--- src/rtl/display_scan_if.sv ---
// Display scan bus: load handshake from the producer plus the scan outputs that
// go to the shared 7-segment decoder and the digit anode drivers.
//   load_valid  producer -> block  new display value offered
//   load_value  producer -> block  four hex digits, [3:0] is digit 0
//   load_ready  block -> producer  block can accept a value
//   blank_lz    producer -> block  leading-zero blanking enable
//   nibble_out  block -> decoder   digit code for the registered decoder
//   anode_n     block -> drivers   active-low digit enables, bit i = digit i
//   digit_idx   block -> observer  current slot index
//   frame_start block -> observer  one-cycle pulse entering digit 0 guard
interface display_scan_if;

    logic        load_valid;
    logic [15:0] load_value;
    logic        load_ready;
    logic        blank_lz;
    logic [3:0]  nibble_out;
    logic [3:0]  anode_n;
    logic [1:0]  digit_idx;
    logic        frame_start;

    // Producer / observer side
    modport master (
        output load_valid,
        output load_value,
        output blank_lz,
        input  load_ready,
        input  nibble_out,
        input  anode_n,
        input  digit_idx,
        input  frame_start
    );

    // Scan controller side
    modport slave (
        input  load_valid,
        input  load_value,
        input  blank_lz,
        output load_ready,
        output nibble_out,
        output anode_n,
        output digit_idx,
        output frame_start
    );

endinterface

--- src/rtl/display_scan_controller.sv ---
// Four-digit multiplexed display scanner. Each digit slot is a GUARD dead-time
// (anodes off while the registered decoder settles) followed by a SCAN period
// with one anode enabled. New values are double-buffered and only applied at a
// frame boundary so a frame never mixes two values.
// Ports:
//   clk    rising-edge clock
//   rst_n  asynchronous active-low reset
//   bus    display_scan_if.slave (handshake, blanking enable, scan outputs)
module display_scan_controller #(
    parameter int unsigned REFRESH_DIV  = 50000,
    parameter int unsigned GUARD_CYCLES = 2
) (
    input  logic             clk,
    input  logic             rst_n,
    display_scan_if.slave    bus
);

    localparam int unsigned SCAN_W  = (REFRESH_DIV  > 1) ? $clog2(REFRESH_DIV)  : 1;
    localparam int unsigned GUARD_W = (GUARD_CYCLES > 1) ? $clog2(GUARD_CYCLES) : 1;
    localparam logic [SCAN_W-1:0]  SCAN_LAST  = SCAN_W'(REFRESH_DIV - 1);
    localparam logic [GUARD_W-1:0] GUARD_LAST = GUARD_W'(GUARD_CYCLES - 1);

    typedef enum logic [1:0] {
        ST_BLANK = 2'd0,
        ST_GUARD = 2'd1,
        ST_SCAN  = 2'd2
    } state_t;

    state_t              state_q,       state_d;
    logic [SCAN_W-1:0]   scan_cnt_q,    scan_cnt_d;
    logic [GUARD_W-1:0]  guard_cnt_q,   guard_cnt_d;
    logic [15:0]         active_q,      active_d;
    logic [15:0]         shadow_q,      shadow_d;
    logic                pending_q,     pending_d;
    logic [1:0]          idx_q,         idx_d;
    logic [3:0]          nibble_q,      nibble_d;
    logic [3:0]          anode_q,       anode_d;
    logic                frame_start_q, frame_start_d;
    logic                load_ready_q,  load_ready_d;
    logic                accept_c;

    // Digit i>0 is a leading zero when digits i..3 of the value are all zero.
    function automatic logic lz_blanked(input logic [15:0] v, input logic [1:0] i);
        logic r;
        case (i)
            2'd1:    r = (v[15:4]  == 12'h000);
            2'd2:    r = (v[15:8]  == 8'h00);
            2'd3:    r = (v[15:12] == 4'h0);
            default: r = 1'b0;
        endcase
        return r;
    endfunction

    assign accept_c = bus.load_valid & load_ready_q;

    // State and datapath registers
    always_ff @(posedge clk or negedge rst_n) begin
        if (!rst_n) begin
            state_q       <= ST_BLANK;
            scan_cnt_q    <= '0;
            guard_cnt_q   <= '0;
            active_q      <= '0;
            shadow_q      <= '0;
            pending_q     <= 1'b0;
            idx_q         <= '0;
            nibble_q      <= '0;
            anode_q       <= 4'hF;
            frame_start_q <= 1'b0;
            load_ready_q  <= 1'b1;
        end else begin
            state_q       <= state_d;
            scan_cnt_q    <= scan_cnt_d;
            guard_cnt_q   <= guard_cnt_d;
            active_q      <= active_d;
            shadow_q      <= shadow_d;
            pending_q     <= pending_d;
            idx_q         <= idx_d;
            nibble_q      <= nibble_d;
            anode_q       <= anode_d;
            frame_start_q <= frame_start_d;
            load_ready_q  <= load_ready_d;
        end
    end

    // Next-state, buffering and registered-output logic
    always_comb begin
        state_d       = state_q;
        scan_cnt_d    = scan_cnt_q;
        guard_cnt_d   = guard_cnt_q;
        active_d      = active_q;
        shadow_d      = shadow_q;
        pending_d     = pending_q;
        idx_d         = idx_q;
        nibble_d      = nibble_q;
        anode_d       = 4'hF;
        frame_start_d = 1'b0;
        load_ready_d  = load_ready_q;

        case (state_q)
            ST_BLANK: begin
                if (accept_c) begin
                    active_d    = bus.load_value;
                    idx_d       = 2'd0;
                    guard_cnt_d = '0;
                    state_d     = ST_GUARD;
                end
            end
            ST_GUARD: begin
                if (guard_cnt_q == GUARD_LAST) begin
                    scan_cnt_d = '0;
                    state_d    = ST_SCAN;
                end else begin
                    guard_cnt_d = guard_cnt_q + GUARD_W'(1);
                end
            end
            ST_SCAN: begin
                if (scan_cnt_q == SCAN_LAST) begin
                    guard_cnt_d = '0;
                    idx_d       = idx_q + 2'd1;
                    state_d     = ST_GUARD;
                    // Frame boundary: swap in the buffered value
                    if (idx_q == 2'd3 && pending_q) begin
                        active_d  = shadow_q;
                        pending_d = 1'b0;
                    end
                end else begin
                    scan_cnt_d = scan_cnt_q + SCAN_W'(1);
                end
            end
            default: begin
                state_d = ST_BLANK;
            end
        endcase

        // Loads while scanning are buffered; accept only happens with pending clear,
        // so this never collides with the boundary swap above.
        if (accept_c && state_q != ST_BLANK) begin
            shadow_d  = bus.load_value;
            pending_d = 1'b1;
        end

        // Nibble changes only on guard entry, so the decoder settles with anodes off.
        if (state_d == ST_GUARD && state_q != ST_GUARD) begin
            nibble_d      = 4'(active_d >> {idx_d, 2'b00});
            frame_start_d = (idx_d == 2'd0);
        end

        if (state_d == ST_SCAN && !(bus.blank_lz && lz_blanked(active_d, idx_d))) begin
            anode_d = ~(4'b0001 << idx_d);
        end

        load_ready_d = ~pending_d;
    end

    assign bus.load_ready  = load_ready_q;
    assign bus.nibble_out  = nibble_q;
    assign bus.anode_n     = anode_q;
    assign bus.digit_idx   = idx_q;
    assign bus.frame_start = frame_start_q;

endmodule

--- src/flat_wrapper.sv ---
// flat-port wrapper written by rule: the top's interface ports become plain ports
module display_scan_controller_flat 
#(
    parameter int unsigned REFRESH_DIV  = 50000,
    parameter int unsigned GUARD_CYCLES = 2
)
  (clk, rst_n, bus_load_valid, bus_load_value, bus_blank_lz, bus_load_ready, bus_nibble_out, bus_anode_n, bus_digit_idx, bus_frame_start);
  display_scan_if bus_i ();
  input  logic clk;
  input  logic rst_n;
  input wire logic [$bits(bus_i.load_valid)-1:0] bus_load_valid;
  input wire logic [$bits(bus_i.load_value)-1:0] bus_load_value;
  input wire logic [$bits(bus_i.blank_lz)-1:0] bus_blank_lz;
  output wire logic [$bits(bus_i.load_ready)-1:0] bus_load_ready;
  output wire logic [$bits(bus_i.nibble_out)-1:0] bus_nibble_out;
  output wire logic [$bits(bus_i.anode_n)-1:0] bus_anode_n;
  output wire logic [$bits(bus_i.digit_idx)-1:0] bus_digit_idx;
  output wire logic [$bits(bus_i.frame_start)-1:0] bus_frame_start;
  assign bus_i.load_valid = bus_load_valid;
  assign bus_i.load_value = bus_load_value;
  assign bus_i.blank_lz = bus_blank_lz;
  assign bus_load_ready = bus_i.load_ready;
  assign bus_nibble_out = bus_i.nibble_out;
  assign bus_anode_n = bus_i.anode_n;
  assign bus_digit_idx = bus_i.digit_idx;
  assign bus_frame_start = bus_i.frame_start;
  display_scan_controller #(.REFRESH_DIV(REFRESH_DIV), .GUARD_CYCLES(GUARD_CYCLES)) u_core (.clk(clk), .rst_n(rst_n), .bus(bus_i));
endmodule
--- config.mk ---
export PLATFORM = sky130hd
export DESIGN_NAME = display_scan_controller_flat
export DESIGN_NICKNAME = d
export VERILOG_FILES = /design/src/rtl/display_scan_if.sv /design/src/rtl/display_scan_controller.sv /design/src/flat_wrapper.sv
export SDC_FILE = /design/constraint.sdc
export NUM_CORES = 1
export LEC_CHECK = 0
export ABC_CLOCK_PERIOD_IN_PS = 2650
export CAP_MARGIN = 15
export CORE_UTILIZATION = 50
export CTS_BUF_LIST = sky130_fd_sc_hd__clkbuf_2
export CTS_CLUSTER_SIZE = 14
export DETAILED_ROUTE_END_ITERATION = 12
export GPL_TIMING_DRIVEN = 0
export PLACE_DENSITY = 0.71
export SYNTH_ARGS = -nofsm -noshare
export SYNTH_HDL_FRONTEND = slang
export SYNTH_SLANG_ARGS = --single-unit
--- constraint.sdc ---
create_clock -name clk -period 2.65 [get_ports clk]
set_input_delay 0.53 -clock clk [delete_from_list [all_inputs] [get_ports clk]]
set_output_delay 0.53 -clock clk [all_outputs]
set_load 0.1 [all_outputs]
==> flow_summary.yaml <==
setup_path:
  criticalPathCategory: "flip-flop to flip-flop"
  crit_arrival_ns: 3.08
  cp-end-kind: "flip-flop"
  start_kind: "flip-flop"
  max_stage_delay_ns: 0.59
  path_cells: "or4b_4, or4_4, o211a_1, buf_6, mux2_4, a221o_1"
  required_ns: 3.03
  critical_path.max_fanout: 8
  cpMaxStageDelayCell: "or4b_4"
timing:
  setup_slack_ns: -0.04695
  hold_viol_final: 0
  setup_viol: 2
  worstMarginPinSlew_ns: 0.9683
  finalCriticalPeriod_ns: 2.697
  finalClockSkew_ns: 0.01769
  max_freq_ghz: 0.3708
  maxSlewHeadroom: 0.3534
  rsz0062_at_grt: "yes"
  finalCritPeriodShare: 1.018
  drv_slew: 0
synthesis:
  netlist_area_um2: 3470
  synth_top_area_cell: "dfrtp_1"
  ys_types: 58
  seq_area_frac_synth: 0.4634
  synth_fp_nets: 373
  synth_top_area_share: 0.4255
  synth-seq-cells: 64
  synthCells: 347
  netlist_top_cells_area: "dfrtp_1, mux2_2, dfstp_2"
  synth_area_per_cell_um2: 9.999
  synth_most_common_cell: "dfrtp_1"
  yosys_warnings: 0
  synth-edff-count: 0
  synthFlopType: "dfrtp_1"
  async_reset_ff_frac: 1.000
  synth_common_cells: "dfrtp_1, nand2_1, mux2_2"
pwr:
  vdd_drop_max_uv: 233.7
  p_per_area_nw_per_um2: 360.2
  total_power_uw: 1502
  p_leak_uw: 0.001880
floorplanning:
  start_util: 0.5312
  dieHeight_um: 85.30
  dieArea_um2: 7276
  num_rows: 29
  die_x_um: 85.30
  io_pins: 32
  coreArea_um2: 6531
clock_tree:
  clk_latency_ns: 0.49
  clkTransAtPathRegs_ns: 0.17
  cts_num_sinks: 64
  cts_tree: "built"
  hold_buffers: 0
  cts-root-buf: "clkbuf_2"
  cts_max_level: 3
  clockBufferDepth: 2
  cts_buffers: 9
route:
  drt_pass1_iterations: 4
  viasPerCell: 6.249
  dr.first_iter.drc_count: 249
  post_drt_wl_per_cell_um: 18.38
  remaining_drc_errors: 0
  ant_nets: 0
  vias: 3006
  routed_wl_mm: 8.843
place:
  dp_slack_ns: -0.5297
  hpwl_mm: 6.017
  io_buffers: 31
  place.gp.congestion: 0.8813
grt:
  grt_pass1_vias: 2843
  grt_overflow: 0
  antenna_found_initial: 0
  grt_usage: 0.2637
  grt_pass1_wl_mm: 14.70
  grt_max_degree: 65
final_layout:
  drive_gt1_frac: 0.2203
  nNetsFinal: 425
  fill_cells: 568
  multi_input_area_um2: 1827
  area.sequential_um2: 1612
  areaGrowthSynthToFinish_pct: 20.16
  diodes: 0
worst_hold_path:
  hold_path.class: "input pin to async pin"
run:
  max_cap_violations: 0
outcome:
  violations: "setup timing"
  status: "finished, violations left"
==> layout make-up <==
class,count,share of cell area
Clock buffer,10,0.01200
Sequential cell,64,0.3866
Inverter,16,0.01741
Buffer,12,0.01741
Tap cell,77,0.02311
Multi-Input combinational cell,251,0.4382
Clock inverter,6,0.006303
Timing Repair Buffer,45,0.09904
==> critical path, delay by kind of cell (launching register included) <==
kind	cells	cell delay (ns)
AOI/OAI and AO/OA	2	0.59
buffers and inverters	1	0.15
DFF	1	0.46
muxes	1	0.31
and+or+nand+nor	2	1.08
==> path summary, 6_finish.rpt <==
path	slack, ns	cells past startpoint	start	end
max	-0.05	6	u_core.scan_cnt_q[7]$_DFFE_PN0P_	u_core.bus.nibble_out[0]$_DFFE_PN0P_
min	0.10	1	rst_n	u_core.scan_cnt_q[6]$_DFFE_PN0P_
max reg2reg	-0.05	6	u_core.scan_cnt_q[7]$_DFFE_PN0P_	u_core.bus.nibble_out[0]$_DFFE_PN0P_
min reg2reg	0.52	1	u_core.shadow_q[4]$_DFFE_PN0P_	u_core.shadow_q[4]$_DFFE_PN0P_
max in group asynchronous	1.99	1	rst_n	u_core.bus.digit_idx[1]$_DFF_PN0_
min in group clk	0.52	1	u_core.shadow_q[4]$_DFFE_PN0P_	u_core.shadow_q[4]$_DFFE_PN0P_
==> routing by layer <==
metal | global-route usage | share of wire
met5 | 0 | 0
met4 | 0.07879 | 0.012
met2 | 0.3908 | 0.45
met1 | 0.3987 | 0.49
met3 | 0.04280 | 0.043
==> layout by cell type, fill, tap and decap left out, drive strengths merged, types with 6 or more instances in the layout <==
cell and count:
dfrtp 59, nand2 32, clkdlybuf4s50 24, mux2 24, clkbuf 21, nand3 20, a21oi 20, nor2 17
buf 16, inv 15, o21ai 15, nor3 8, and2 8, clkinv 7, or3 6, xnor2 6
ha 6, nor4 6
==> registers in the layout (all words and copies together), names as in the netlist <==
name                    cells
u_core.bus.frame_start      1
u_core.scan_cnt_q          16
u_core.state_q              2
u_core.pending_q            1
u_core.bus.load_ready       1
u_core.bus.anode_n          4
u_core.bus.nibble_out       4
u_core.bus.digit_idx        2
u_core.shadow_q            16
u_core.active_q            16
u_core.guard_cnt_q          1
==> power by group <==
group          internal, uW  switching (uW)  total, uW
registers               978               0        978
clock network           114             356        470
logic                  25.3            28.9       54.2
total                  1120             385       1500
==> logic make-up (layout without fill, tap and decap cells) <==
kind of cell / after synthesis / in the layout / share of synthesized area
AO/OA/AOI/OAI: 88 / 88 / 0.1792
buffers and inverters: 32 / 89 / 0.04075
XOR/XNOR: 6 / 6 / 0.01515
multiplexers: 26 / 26 / 0.08691
adder cells (fa/ha/maj): 6 / 6 / 0.02164
AND/OR/NAND/NOR: 125 / 125 / 0.1929
flip-flops: 64 / 64 / 0.4634
==> repair_timing <==
action / in CTS / in global routing
buffers inserted: 10 / 4
resized for setup: 28 / 15
pin swaps: 3 / 1
setup endpoints to repair: 24 / 17
==> metrics by stage <==
step           std cells  hold WS (ns)   TNS, ns  cell area (um^2)    util
6_report             481        0.1026  -0.06808              4169  0.6383
5_1_grt              481        0.1511   -0.2662              4169  0.6383
4_1_cts              478        0.1308   -0.1193              4084  0.6253
3_5_place_dp         455        0.4893    -4.631              3881  0.5943
3_3_place_gp         455        0.4875    -68.25              3884  0.5946
2_1_floorplan        347        0.2344  -0.01338              3477       -
Note: power is estimated with default switching activity, not from simulation.
